File: src/rtl/wb_pkg.sv
// Shared definitions for the write-back stage: load type codes,
// default widths and the MEM/WB register bundle.
package wb_pkg;

    localparam int WB_DW = 32;
    localparam int WB_AW = 5;

    localparam logic [2:0] LT_LW  = 3'd0;
    localparam logic [2:0] LT_LH  = 3'd1;
    localparam logic [2:0] LT_LHU = 3'd2;
    localparam logic [2:0] LT_LB  = 3'd3;
    localparam logic [2:0] LT_LBU = 3'd4;

    typedef struct packed {
        logic             valid;
        logic             regwr;
        logic             memtoreg;
        logic [2:0]       ltype;
        logic [WB_DW-1:0] alu;
        logic [WB_DW-1:0] mdata;
        logic [WB_AW-1:0] rw;
    } mem_wb_t;

endpackage

File: src/rtl/wb_stage_load_ext.sv
// Little-endian sub-word load extraction with sign/zero extension.
// Unknown load codes fall through to a full-word load.
module load_ext
    import wb_pkg::*;
#(
    parameter int DW = WB_DW
) (
    input  logic [2:0]    ltype,
    input  logic [1:0]    off,
    input  logic [DW-1:0] mdata,
    output logic [DW-1:0] data
);

    logic [7:0]  lane_b;
    logic [15:0] lane_h;

    always_comb begin
        lane_b = mdata[8*off +: 8];
        lane_h = off[1] ? mdata[31:16] : mdata[15:0];
        data   = mdata;
        case (ltype)
            LT_LB:   data = {{(DW-8){lane_b[7]}}, lane_b};
            LT_LBU:  data = {{(DW-8){1'b0}}, lane_b};
            LT_LH:   data = {{(DW-16){lane_h[15]}}, lane_h};
            LT_LHU:  data = {{(DW-16){1'b0}}, lane_h};
            default: data = mdata;
        endcase
    end

endmodule

File: src/rtl/wb_stage.sv
// Write-back stage: MEM/WB register, result mux, $0 write gate
// and retired-instruction counter.
module wb_stage
    import wb_pkg::*;
#(
    parameter int DW = WB_DW,
    parameter int AW = WB_AW
) (
    input  logic          Clk,
    input  logic          Rst_n,
    input  logic          Run,
    input  logic          Stall,
    input  logic          Flush,
    input  logic          M_Valid,
    input  logic          M_RegWr,
    input  logic          M_MemToReg,
    input  logic [2:0]    M_LoadType,
    input  logic [DW-1:0] M_AluOut,
    input  logic [DW-1:0] M_MemData,
    input  logic [AW-1:0] M_Rw,
    output logic [AW-1:0] Rw,
    output logic          RegWr,
    output logic [DW-1:0] busW,
    output logic          W_Valid,
    output logic [31:0]   InstRetired
);

    mem_wb_t     wb;
    logic [31:0] retired;
    logic [DW-1:0] ext;

    always_ff @(posedge Clk or negedge Rst_n) begin
        if (!Rst_n) begin
            wb.valid    <= 1'b0;
            wb.regwr    <= 1'b0;
            wb.memtoreg <= 1'b0;
            wb.ltype    <= LT_LW;
            wb.alu      <= '0;
            wb.mdata    <= '0;
            wb.rw       <= '0;
        end else if (Run) begin
            if (Flush) begin
                wb.valid <= 1'b0;
                wb.regwr <= 1'b0;
            end else if (!Stall) begin
                wb.valid    <= M_Valid;
                wb.regwr    <= M_RegWr;
                wb.memtoreg <= M_MemToReg;
                wb.ltype    <= M_LoadType;
                wb.alu      <= M_AluOut;
                wb.mdata    <= M_MemData;
                wb.rw       <= M_Rw;
            end
        end
    end

    // The instruction in WB leaves on every running edge.
    always_ff @(posedge Clk or negedge Rst_n) begin
        if (!Rst_n)
            retired <= '0;
        else if (Run && wb.valid)
            retired <= retired + 32'd1;
    end

    load_ext #(.DW(DW)) u_ext (
        .ltype (wb.ltype),
        .off   (wb.alu[1:0]),
        .mdata (wb.mdata),
        .data  (ext)
    );

    assign busW        = wb.memtoreg ? ext : wb.alu;
    assign RegWr       = wb.valid & wb.regwr & (wb.rw != '0);
    assign Rw          = wb.rw;
    assign W_Valid     = wb.valid;
    assign InstRetired = retired;

endmodule

File: config.mk
export PLATFORM = sky130hd
export DESIGN_NAME = wb_stage
export DESIGN_NICKNAME = d
export VERILOG_FILES = /design/src/rtl/wb_pkg.sv /design/src/rtl/wb_stage_load_ext.sv /design/src/rtl/wb_stage.sv
export SDC_FILE = /design/constraint.sdc
export NUM_CORES = 1
export LEC_CHECK = 0
export ABC_AREA = 1
export CORE_MARGIN = 2
export CORE_UTILIZATION = 45
export CTS_CLUSTER_DIAMETER = 150
export DETAILED_ROUTE_END_ITERATION = 8
export GPL_ROUTABILITY_DRIVEN = 0
export PLACE_DENSITY = 0.88
export SYNTH_ARGS = -nofsm -noshare
export SYNTH_HDL_FRONTEND = slang
export SYNTH_SLANG_ARGS = --single-unit
File: constraint.sdc
create_clock -name Clk -period 1.4 [get_ports Clk]
set_input_delay 0.28 -clock Clk [delete_from_list [all_inputs] [get_ports Clk]]
set_output_delay 0.28 -clock Clk [all_outputs]
set_load 0.02 [all_outputs]
Word-level counts from Yosys, hierarchy flattened
Index checks and enable logic that the tools add are counted.
{"block": "totals", "register_bits": 107, "inputBits": 80, "output_inout_bits": 71, "wordCells": 28}
{"block": "classes", "add_sub_neg": 1, "n_eq_ne": 5, "shift": 1, "n_mux": 5, "n_bitwise": 4, "reduce_logical": 4}
{"operator": "32-bit case mux with 4 select lines", "count": 1}
{"operator": "75-bit two-way mux", "count": 1}
{"operator": "32-bit by 1-bit adder with 32-bit output, second input constant", "count": 1}
{"operator": "32-bit two-way mux", "count": 1}
{"operator": "32-bit by 6-bit variable part select with 8-bit output", "count": 1}
{"operator": "16-bit two-way mux", "count": 1}
{"operator": "3-bit by 2-bit equality test with 1-bit output, second input constant", "count": 2}
{"operator": "5-bit nonzero test", "count": 1}
{"operator": "3-bit by 1-bit equality test with 1-bit output, second input constant", "count": 1}
{"operator": "3-bit equality test, second input constant", "count": 1}
{"operator": "3-bit AND reduction", "count": 1}
{"operator": "1-bit bitwise AND", "count": 2}
{"operator": "2-bit two-way mux", "count": 1}
{"operator": "2-bit by 1-bit != test with 1-bit output, second input constant", "count": 1}
{"operator": "1-bit inverter", "count": 2}
{"operator": "2-bit AND reduction", "count": 1}
{"operator": "1-bit logical AND", "count": 1}

Logic depth before layout (Yosys ltp)
{"block": "logic_depth", "ltp_word": 3, "depth_mapped": 9, "mapped_depth_nobuf": 9}

By module
A second synthesis with hierarchy kept.
{"block": "hier_totals", "hier_cells": 767, "area_unflattened_um2": 6373.6}
{"module": "wb_stage", "n_inst": 1, "cells_each": 530, "area_each_um2": 4913.5, "seq_area_each_um2": 2677.6}
{"module": "load_ext", "n_inst": 1, "cells_each": 237, "area_each_um2": 1460.2, "seq_area_each_um2": 0.0}

Least setup slack after synthesis
No wires, ideal clock.
{"block": "synth_path", "path_kind": "register to output", "start": "register wb[38] (netlist name)", "end": "output busW[21]", "arrival_ns": 1.451, "t_required_ns": 1.120, "setup_slack_ns": -0.331, "path_stages_with_launch": 10, "n_path_buf": 2, "cell_sequence": "dfrtp_1 > buf_2 > nand2_1 > o21ai_1 > nand2_1 > nand3_2 > nand2_1 > inv_2 > buf_6 > a21oi_1"}
{"block": "synth_via", "elab_chain_cells": 3, "word_cells_on_any_way": 4, "cone_classes": "shift (1); mux (3)"}
{"element": "from (decl)", "line": "wb_stage.sv:28", "text": "mem_wb_t wb;"}
{"element": "32-bit by 6-bit variable part select with 8-bit output / 16-bit two-way mux (equally long branches)", "line": "wb_stage_load_ext.sv:18, wb_stage_load_ext.sv:19"}
{"element": "32-bit case mux with 4 select lines *", "line": "wb_stage_load_ext.sv:21", "text": "case (ltype)"}
{"element": "32-bit two-way mux *", "line": "wb_stage.sv:72", "text": "assign busW = wb.memtoreg ? ext : wb.alu;"}
{"element": "to (decl)", "line": "wb_stage.sv:23", "text": "output logic [DW-1:0] busW,"}
Every way passes the cells marked *; elsewhere a longest branch is shown, timed or not.

Final worst setup path
{"block": "layout_path", "start": "register, netlist name wb[70]", "end": "output busW[13]"}
{"block": "layout_via", "elab_chain_cells": 3, "word_cells_on_any_way": 6, "cone_classes": "eq/ne (4); mux (2)"}
{"element": "3-bit by 2-bit equality test with 1-bit output, or another cell as far along", "line": "wb_stage_load_ext.sv:21"}
{"element": "32-bit case mux with 4 select lines *", "line": "wb_stage_load_ext.sv:21"}
{"element": "32-bit two-way mux *", "line": "wb_stage.sv:72"}
Marked as above.

==> results.ini <==
[setup_path]
startpoint_type=flop
reg2reg_slack_ps=-170
criticalPathCategory=flop to primary output
cp_top_family=buffers and inverters
crit_end=busW[13]
crit_fanout=6
r2r_start=InstRetired[1]
worstPathRequired_ps=1120
path_depth=9
cp-startpoint=wb[70]
worstPathCellList=inv_2, nand3_2, nand2_4, nor2_4, buf_12, buf_12, a21oi_2, a21oi_2, buf_6
crit_buf_inv=4
r2r_cells=8
slowest_stage=dfrtp_2
worstPathArrival_ps=1890
cp-end-kind=primary output
rr_endpoint=InstRetired[17]
cpPeakStageDelay_ps=440

[synth]
ys_warn_count=0
synth_area_leaders=dfrtp_1 (46%), nand2_1 (11%), mux2_2 (10%), nor2_1 (5.7%), a21oi_1 (5.5%)
synth_top_area_share_pct=45.9
yosys.area.top_type=dfrtp_1
synth_area_per_cell_sq_um=8.32
synth.cell_area_sq_mm=0.00583
synth_nets=782
ys_types=34
seq_area_frac_synth_pct=45.9
synthCells=701
ys_seq_elements=107

[final_layout]
stdcell_area_sq_mm=0.00960
final_util_pct=76.1
nNetsFinal=1045
fillers=803
areaGrowthSynthToFinish_pct=64.5
final_common_cell=nand2_1
ff_latch_area_sq_mm=0.00270
drive_gt1_share_pct=44.9
antenna_cells=0
multiInputGateArea_sq_mm=0.00342
mostFrequentLayoutCells=nand2_1 (127), buf_4 (114), dfrtp_1 (90)

[clock_network]
h-tree-depth=3
clock_sinks=107
cts.clk_slew.worst_paths_ps=70
cts_tree=done
cts_max_path_buffers=2
numCtsBuffers=9
cts-root-buf=clkbuf_16
clk_latency_ps=360

[global_route]
antenna_found_initial=0
met2_usage_pct=46.2
grt_first_pass_wirelength_mm=30.0
grt_max_degree=40
busiest_layer=met2
grt_pass1_vias=6079
met3_usage_pct=7.32
grt_overflow=0
grt_usage_pct=27.1
grtUsageMet1_pct=31.8

[timing]
rsz0062_at_grt=true
period_share_pct=155
worst_pin_slew_ps=388
relSlewSlack_pct=73.9
setup_ws_ps=-768
fmax_mhz=461
post-route-min-period_ps=2170
hold_viol=0
holdWs_ps=414
setup-violations-final=54
clock_skew_ps=7.83
maxSlewViolCount=0

[drt]
drc=0
drt_iter0_markers=439
dr.pass1.iters=6
via_per_inst=5.45
vias=6217
routedWlPerCell_um=18.1
routed_wl_mm=20.6
antenna_left=0

[floorplan]
start_util_pct=46.2
pin_count=151
die_h_um=118
chipWidth_um=118
fp-row-count=41
design.core.area_sq_mm=0.0126
dieArea_sq_mm=0.0139

[power]
ir_worst_vdd_mv=0.633
fin_total_pwr_w=0.0124
cellLeakagePower_nw=4.40
cellPowerDensity_mw_per_mm2=1290

[placed_design]
dp_hpwl_mm=13.4
place_area_sq_mm=0.00851
io_buffers=150

[run]
maxCapViolations=0

[worst_hold_path]
hold_path_class=input pin to async pin

[status]
status=finished, violations left
failed_checks=negative setup slack

==> metal layers <==
layer / share of wire [%] / vias up
met4: 4.2 / 0
met2: 51 / 339
li1: - / 2792
met5: 0 / -
met3: 8.6 / 85
met1: 36 / 3001
==> where the power goes <==
| part | internal (W) | switching [W] |
|---|---|---|
| registers | 0.00355 | 0.000441 |
| clock network | 0.00154 | 0.00117 |
| logic | 0.00283 | 0.00284 |
==> through the flow <==
stage | setup TNS (ps) | cells | setup WS, ps
after floorplan | -4100 | 701 | -231
after global placement | -46470 | 1086 | -778
after detailed placement | -49760 | 1086 | -800
after CTS | -22090 | 1116 | -759
after global routing | -28040 | 1141 | -823
final | -24830 | 1141 | -768
==> registers in the layout, indices dropped and copies added (netlist names) <==
register     cells
W_Valid          1
InstRetired     32
wb              69
Rw               5
==> cell families after synthesis <==
kind of cell / after synthesis / synth area share [%]
and+or+nand+nor: 332 / 24.7
DFF: 107 / 45.9
AOI/OAI and AO/OA: 95 / 8.58
buffers and inverters: 93 / 7.42
muxes: 53 / 10.2
xor gates and xnor gates: 20 / 3.00
adders and majority gates: 1 / 0.214
==> repair_timing <==
item | 4_1_cts | 5_1_grt
pin swaps | 17 | 49
hold buffers | 1 | 0
resized for setup | 311 | 128
buffers inserted | 12 | 25
endpoints found under the hold margin | 21 | 0
setup endpoints to repair | 85 | 84
cloned | 1 | 2
==> final cells by class <==
class,count,share of cell area (%)
inverters,58,2.36
clock buffers,13,2.82
multi-input cells,501,35.7
repair buffers,287,28.3
clock inverters,3,0.456
flip-flops and latches,107,28.1
well taps,172,2.24
==> synth_stat cells <==
library cell,count
buf_6,5
dfrtp_1,107
nand3_2,4
a21boi_0,1
o21ai_1,2
mux2_2,53
nor2_1,88
or2_2,1
buf_1,1
nor2_4,2
nor3_2,2
and2_1,1
nor3_1,6
inv_2,4
nor2_2,8
clkinv_2,1
o211ai_1,8
ha_1,1
xnor2_1,5
nand4_1,9
nand3b_1,3
nor2_8,1
buf_2,12
nand2_2,2
a21oi_1,64
xor2_1,15
nand3_1,35
inv_1,53
o21ai_0,19
clkbuf_1,9
a22oi_1,1
nand2_1,169
nand4_2,1
buf_4,8
==> worst min-delay path by stage <==
stage / slack [ps] / end / cells after the start / start
6_report: 410 / wb[5] / 2 / Rst_n
5_1_grt: 440 / wb[13] / 2 / Rst_n
4_1_cts: 400 / wb[39] / 2 / Rst_n
3_5_place_dp: 220 / wb[39] / 1 / Rst_n
3_3_place_gp: 220 / wb[39] / 1 / Rst_n
2_1_floorplan: -20 / InstRetired[0] / 0 / Rst_n
==> worst reg2reg max path, cell delays in order (launching register included) <==
cell	delay, ps
dfrtp_2	470
buf_6	120
buf_6	90
nand3_4	80
nor2_8	180
nand3_4	90
nor2_4	180
buf_6	140
xor2_1	140
Power figures use the tool's default switching activity.
==> patch 1, RTL diff (same flow settings) <==
Set the package constant `WB_AW` to 3 (it was 5).
--- a/src/rtl/wb_pkg.sv
+++ b/src/rtl/wb_pkg.sv
@@ -3,7 +3,7 @@
 package wb_pkg;
 
     localparam int WB_DW = 32;
-    localparam int WB_AW = 5;
+    localparam int WB_AW = 3;
 
     localparam logic [2:0] LT_LW  = 3'd0;
     localparam logic [2:0] LT_LH  = 3'd1;
Ports: changed (resized M_Rw and Rw); port bits go from 151 to 147. The function was not compared with the original's and may differ.
==> patch 1 against the unedited design <==
  * The run still ends with setup timing left
  * Combinational power up 8.1%
  * Via count down 1.5%
  * Power up 7.7%
  * Setup slack worse by 0.061 ns
  * Cell area down 0.12%
  * Sequential share of layout area down 0.50 points
  * Sequential cell count down 2
  * Global-route usage up 4.5 points
  * Wire length up 7.2%
  * Synthesized area down 4.7%
  * Largest cell class unchanged
==> patch 1: results (changes against the unedited design) <==
Outcome: complete, but fails checks (unchanged)
Failing checks: setup timing (unchanged)
Largest register FFs: 69 (unchanged)
Metal2 WL: 11300 um (was 10500 um)
Largest cells by area after synthesis: dfrtp_1, nand2_1, mux2_2, a21oi_1, nor2_1 (was dfrtp_1, nand2_1, mux2_2, nor2_1, a21oi_1)
Layout cells sized above 1: 0.484 (was 0.449)
Pre-CTS setup slack: -0.864 ns (was -0.800 ns)
Clk_lat worst skew: 0.35 ns
Number of global-route vias before repair: 6179 (was 6079)
Initial antenna violation count: 0 (unchanged)
Antenna Cells: 0 (unchanged)
P_leak: 0.00447 uW (was 0.00440 uW)
Register area share after synthesis: 0.473 (was 0.459)
Met1 usage: 0.357 (was 0.318)
1st-pass router iterations: 7 (was 6)
Pin count of the biggest net entering global routing: 30 (was 40)
Top post-synthesis cells by count: nand2_1, dfrtp_1, nor2_1 (unchanged)
Via density per instance: 5.69 (was 5.45)
Met3 usage: 0.102 (was 0.0732)
CTS H-tree lvls: 3 (unchanged)
Final HPWL DP: 12500 um (was 13400 um)
Worst-case clock buffer depth: 2 (unchanged)
Async SR Flop Fraction: 1.00 (unchanged)
Worst hold path type: in -> async (unchanged)
I/O Buffers: 146 (was 150)
Critical path peak fanout: 7 (was 6)
DRT iter0 DRCs: 560 (was 439)
Worst-Margin Slew: 0.385 ns (was 0.388 ns)
All-Layer GR Usage: 0.316 (was 0.271)
Syn nets: 736 (was 782)
Nets: 1003 (was 1045)
Most frequent cell after synthesis: nand2_1 (unchanged)
Syn. warnings: 0 (unchanged)
Final wirelength: 22100 um (was 20600 um)
Post-DP Area: 8240 um^2 (was 8510 um^2)
Sw Pwr: 4760 uW (was 4450 uW)
Met2 usage: 0.556 (was 0.462)
Root buffer cell: clkbuf_16 (unchanged)
Top Layer Used: met4 (unchanged)
Clock-pin slew on the worst setup and hold paths: 0.07 ns (about the same)
Final WS setup: -0.829 ns (was -0.768 ns)
Final setup viols: 53 (was 54)
Num CTS Buffers: 9 (unchanged)
Clock skew: 0.00533 ns (was 0.00783 ns)
Met1 wire length: 7630 um (was 7490 um)
Worst IR drop on VDD: 1.11 mV (was 0.633 mV)
Largest Register: wb (unchanged)
Post-synth cell types: 33 (was 34)
First-pass GRT wire length: 31800 um (was 30000 um)
Met3 WL: 2050 um (was 1770 um)
## patch 1: cell types whose count changed in the layout (fill, tap and decap cells not counted), moves of 7 or more
cell	delta
a21oi_4	+7
nand3_2	+7
nor2_1	-23
a21oi_2	-9
o21ai_0	-10
## patch 1: path summary, 6_finish.rpt
| path | from | endpoint | slack, ns | cells past startpoint |
|---|---|---|---|---|
| hold reg to reg | wb[41] | wb[41] | 0.50 | 1 |
| setup / recovery | wb[67] | busW[0] | -0.83 | 10 |
| setup reg to reg | InstRetired[0] | InstRetired[25] | -0.13 | 11 |
| min in group Clk | wb[41] | wb[41] | 0.50 | 1 |
| max in group asynchronous | Rst_n | InstRetired[3] | 0.51 | 3 |
| hold / removal | Rst_n | wb[60] | 0.39 | 2 |
## patch 1: timing repair
action                                  CTS  global route
hold buffers                              1             0
pin swaps                                49            31
hold endpoints to repair                 22             0
gates cloned                              5             0
endpoints found under the setup margin   86            84
gates resized for setup                 395            94
buffers inserted                         19            19
## patch 1: cell type report
| class | count | area (um^2) |
|---|---|---|
| Multi-Input combinational cell | 470 | 3410 |
| Timing Repair Buffer | 283 | 2730 |
| Sequential cell | 105 | 2650 |
| Fill cell | 680 | 2420 |
| Clock buffer | 10 | 229 |
| Inverter | 54 | 218 |
| Tap cell | 147 | 184 |
| Clock inverter | 6 | 155 |
| Timing Repair inverter | 1 | 11.3 |
## patch 1: cells by family after synthesis
| group | share of synthesized area |
|---|---|
| AND/OR/NAND/NOR | 0.255 |
| flip-flops | 0.473 |
| buffers and inverters | 0.0644 |
| AO/OA/AOI/OAI | 0.0734 |
| multiplexers | 0.101 |
| XOR/XNOR | 0.0315 |
| adder cells (fa/ha/maj) | 0.00225 |
## patch 1: stage by stage
stage          instances  setup TNS [ns]
3_3_place_gp        1022          -49.35
6_report            1076          -25.45
2_1_floorplan        657           -3.95
3_5_place_dp        1022          -53.18
4_1_cts             1062          -22.85
5_1_grt             1076          -29.38
## patch 1: power groups by stage
stage | combinational [uW] | sequential (uW) | clock [uW]
final | 6130 | 3900 | 3290
after global routing | 6420 | 3930 | 3460
after CTS | 5580 | 3850 | 3300
after detailed placement | 4610 | 3870 | 0
after global placement | 4500 | 3850 | 0
after floorplan | 2400 | 3880 | 0
## patch 1: critical path, stage by stage, from the launching register on
cell and delay (ns):
dfrtp_2 0.45, inv_2 0.10, nand3_2 0.11, nand2_4 0.11, nor2_4 0.05, buf_6 0.13
buf_16 0.14, o21ai_4 0.16, nand3_2 0.09, nand2_2 0.11, buf_6 0.13
==> patch 2, RTL diff (same settings) <==
Made on the original files. Make the reset (`Rst_n`) synchronous in 2 clocked blocks.
--- a/src/rtl/wb_stage.sv
+++ b/src/rtl/wb_stage.sv
@@ -29,7 +29,7 @@
     logic [31:0] retired;
     logic [DW-1:0] ext;
 
-    always_ff @(posedge Clk or negedge Rst_n) begin
+    always_ff @(posedge Clk) begin
         if (!Rst_n) begin
             wb.valid    <= 1'b0;
             wb.regwr    <= 1'b0;
@@ -55,7 +55,7 @@
     end
 
     // The instruction in WB leaves on every running edge.
-    always_ff @(posedge Clk or negedge Rst_n) begin
+    always_ff @(posedge Clk) begin
         if (!Rst_n)
             retired <= '0;
         else if (Run && wb.valid)
Formal check against the unedited RTL: differs if Rst_n is asserted again (counterexample within 4 cycles, from zero or initial values and one cycle with Rst_n low); with Rst_n held inactive, the same outputs for 4 cycles.
==> patch 2 against the unedited design <==
  * The flow still finishes with violations (setup timing)
  * Setup slack got worse by 0.023 ns
  * Register-to-register slack improved by 0.07 ns
  * Wire length rose by 21%
  * Synthesized cell count up 23%
  * Synthesized area shrank 5.4%
  * Cell area is 3.5% lower
  * Sequential cell count unchanged
  * Critical path depth is the same
  * Worst hold slack got worse by 0.056 ns
Power is not compared: it rests on default switching activity, and its combinational part moved more than twofold at a synthesized area within 25%.
==> patch 2: results (changes against the unedited design) <==
Outcome: complete, but fails checks (unchanged)
Failing checks: setup timing (unchanged)
Final WS setup: -0.792 ns (was -0.768 ns)
Sw Pwr: 2350 uW
CTS H-tree lvls: 3 (unchanged)
Register area share after synthesis: 0.388 (was 0.459)
1st-pass router iterations: 8 (was 6)
P_leak: 0.00400 uW
Final HPWL DP: 13800 um (was 13400 um)
Largest cells by area after synthesis: dfxtp_1, nor2_1, nand2_1, o21ai_0, a21oi_1 (was dfrtp_1, nand2_1, mux2_2, nor2_1, a21oi_1)
Layout cells sized above 1: 0.335 (was 0.449)
Worst r2r path cells: 8 (unchanged)
Hold_sp: Rst_n
Post-DP Area: 8220 um^2 (was 8510 um^2)
Critical path peak fanout: 8 (was 6)
Clock skew: 0.0126 ns (was 0.00783 ns)
Root buffer cell: clkbuf_16 (unchanged)
Wirelength per Cell: 19.7 um (was 18.1 um)
Final setup viols: 47 (was 54)
Fillcell total: 715 (was 803)
Async SR Flop Fraction: 0 (was 1.00)
Final wirelength: 24800 um (was 20600 um)
Worst-Margin Slew: 0.350 ns (was 0.388 ns)
Number of global-route vias before repair: 7072 (was 6079)
Top post-synthesis cells by count: nor2_1, nand2_1, dfxtp_1 (was nand2_1, dfrtp_1, nor2_1)
Largest register FFs: 69 (unchanged)
First-pass GRT wire length: 35600 um (was 30000 um)
All-Layer GR Usage: 0.342 (was 0.271)
Worst IR drop on VDD: 0.642 mV
I/O Buffers: 150 (unchanged)
Syn. warnings: 0 (unchanged)
Nets: 1187 (was 1045)
Clk_lat worst skew: 0.36 ns (about the same)
Post-synth cell types: 31 (was 34)
Worst Setup SP: wb[20] (was wb[70])
Worst r2r src: InstRetired[0] (was InstRetired[1])
Largest Register: wb (unchanged)
Initial antenna violation count: 0 (unchanged)
Most used DFF post-synth: dfxtp_1 (was dfrtp_1)
Antenna Cells: 0 (unchanged)
Num CTS Buffers: 9 (unchanged)
Post-Synthesis Cells: 860 (was 701)
Clock-pin slew on the worst setup and hold paths: 0.08 ns
DRT iter0 DRCs: 928 (was 439)
Syn nets: 941 (was 782)
Hold path depth: 3
Via density per instance: 6.00 (was 5.45)
Critical path arrival: 1.91 ns (was 1.89 ns)
Worst hold path type: in -> reg (was in -> async)
Worst-case clock buffer depth: 2 (unchanged)
Pin count of the biggest net entering global routing: 76 (was 40)
Post-route setup TNS: -24.34 ns (was -24.83 ns)
==> patch 2: through the flow <==
stage | worst slack (ns) | utilization | total power [uW]
after floorplan | -0.163 | - | 4020
after global placement | -0.731 | 0.684 | 4700
after detailed placement | -0.771 | 0.684 | 4740
after CTS | -0.659 | 0.745 | 7550
after global routing | -0.833 | 0.771 | 7950
final | -0.792 | 0.771 | 7780
==> patch 2: final timing paths <==
check	slack, ns	to
max	-0.79	busW[17]
min	0.36	W_Valid
max reg2reg	-0.10	InstRetired[28]
min reg2reg	0.48	wb[73]
==> patch 2: logic make-up (layout without fill, tap and decap cells) <==
kind of cell	count (synthesis)	after routing	synth area share
adders and majority gates	1	1	0.00227
and+or+nand+nor	425	425	0.323
buffers and inverters	121	372	0.0920
DFF	107	107	0.388
AOI/OAI and AO/OA	206	206	0.194
==> patch 2: worst max-delay path, stage by stage, from the launching register on <==
cell,delay (ns)
dfxtp_1,0.40
inv_1,0.12
o21ai_4,0.16
inv_2,0.08
nand2_4,0.08
nand3_4,0.14
nand2_8,0.17
inv_8,0.08
a21oi_2,0.14
buf_4,0.16
==> patch 2: timing repair <==
item / 4_1_cts / 5_1_grt
gates cloned: 4 / 0
buffers inserted: 8 / 14
setup endpoints to repair: 94 / 81
pin swaps: 27 / 31
resized for setup: 324 / 94
==> patch 2: layout make-up <==
type                            instances  area, um^2  share of cell area
Clock inverter                          4        36.3             0.00392
Tap cell                              147         184              0.0199
Sequential cell                       107        2200               0.238
Timing Repair Buffer                  283        2660               0.288
Clock buffer                           12         278              0.0300
Timing Repair inverter                  1        11.3             0.00122
Multi-Input combinational cell        632        3580               0.387
Inverter                               72         304              0.0328
==> patch 2: metal layers <==
metal | up-vias | GRT usage | wire (um)
met1 | 3404 | 0.405 | 8520
met3 | 233 | 0.0738 | 2790
met5 | - | 0 | 0
met4 | 0 | 0.222 | 2140
met2 | 629 | 0.562 | 11400
li1 | 3279 | - | -
==> patch 2: power by group through the flow <==
stage	clock [uW]	combinational, uW	sequential, uW
6_report	2740	1790	3250
5_1_grt	2830	1880	3250
4_1_cts	2680	1630	3240
3_5_place_dp	0	1440	3300
3_3_place_gp	0	1410	3290
2_1_floorplan	0	745	3280
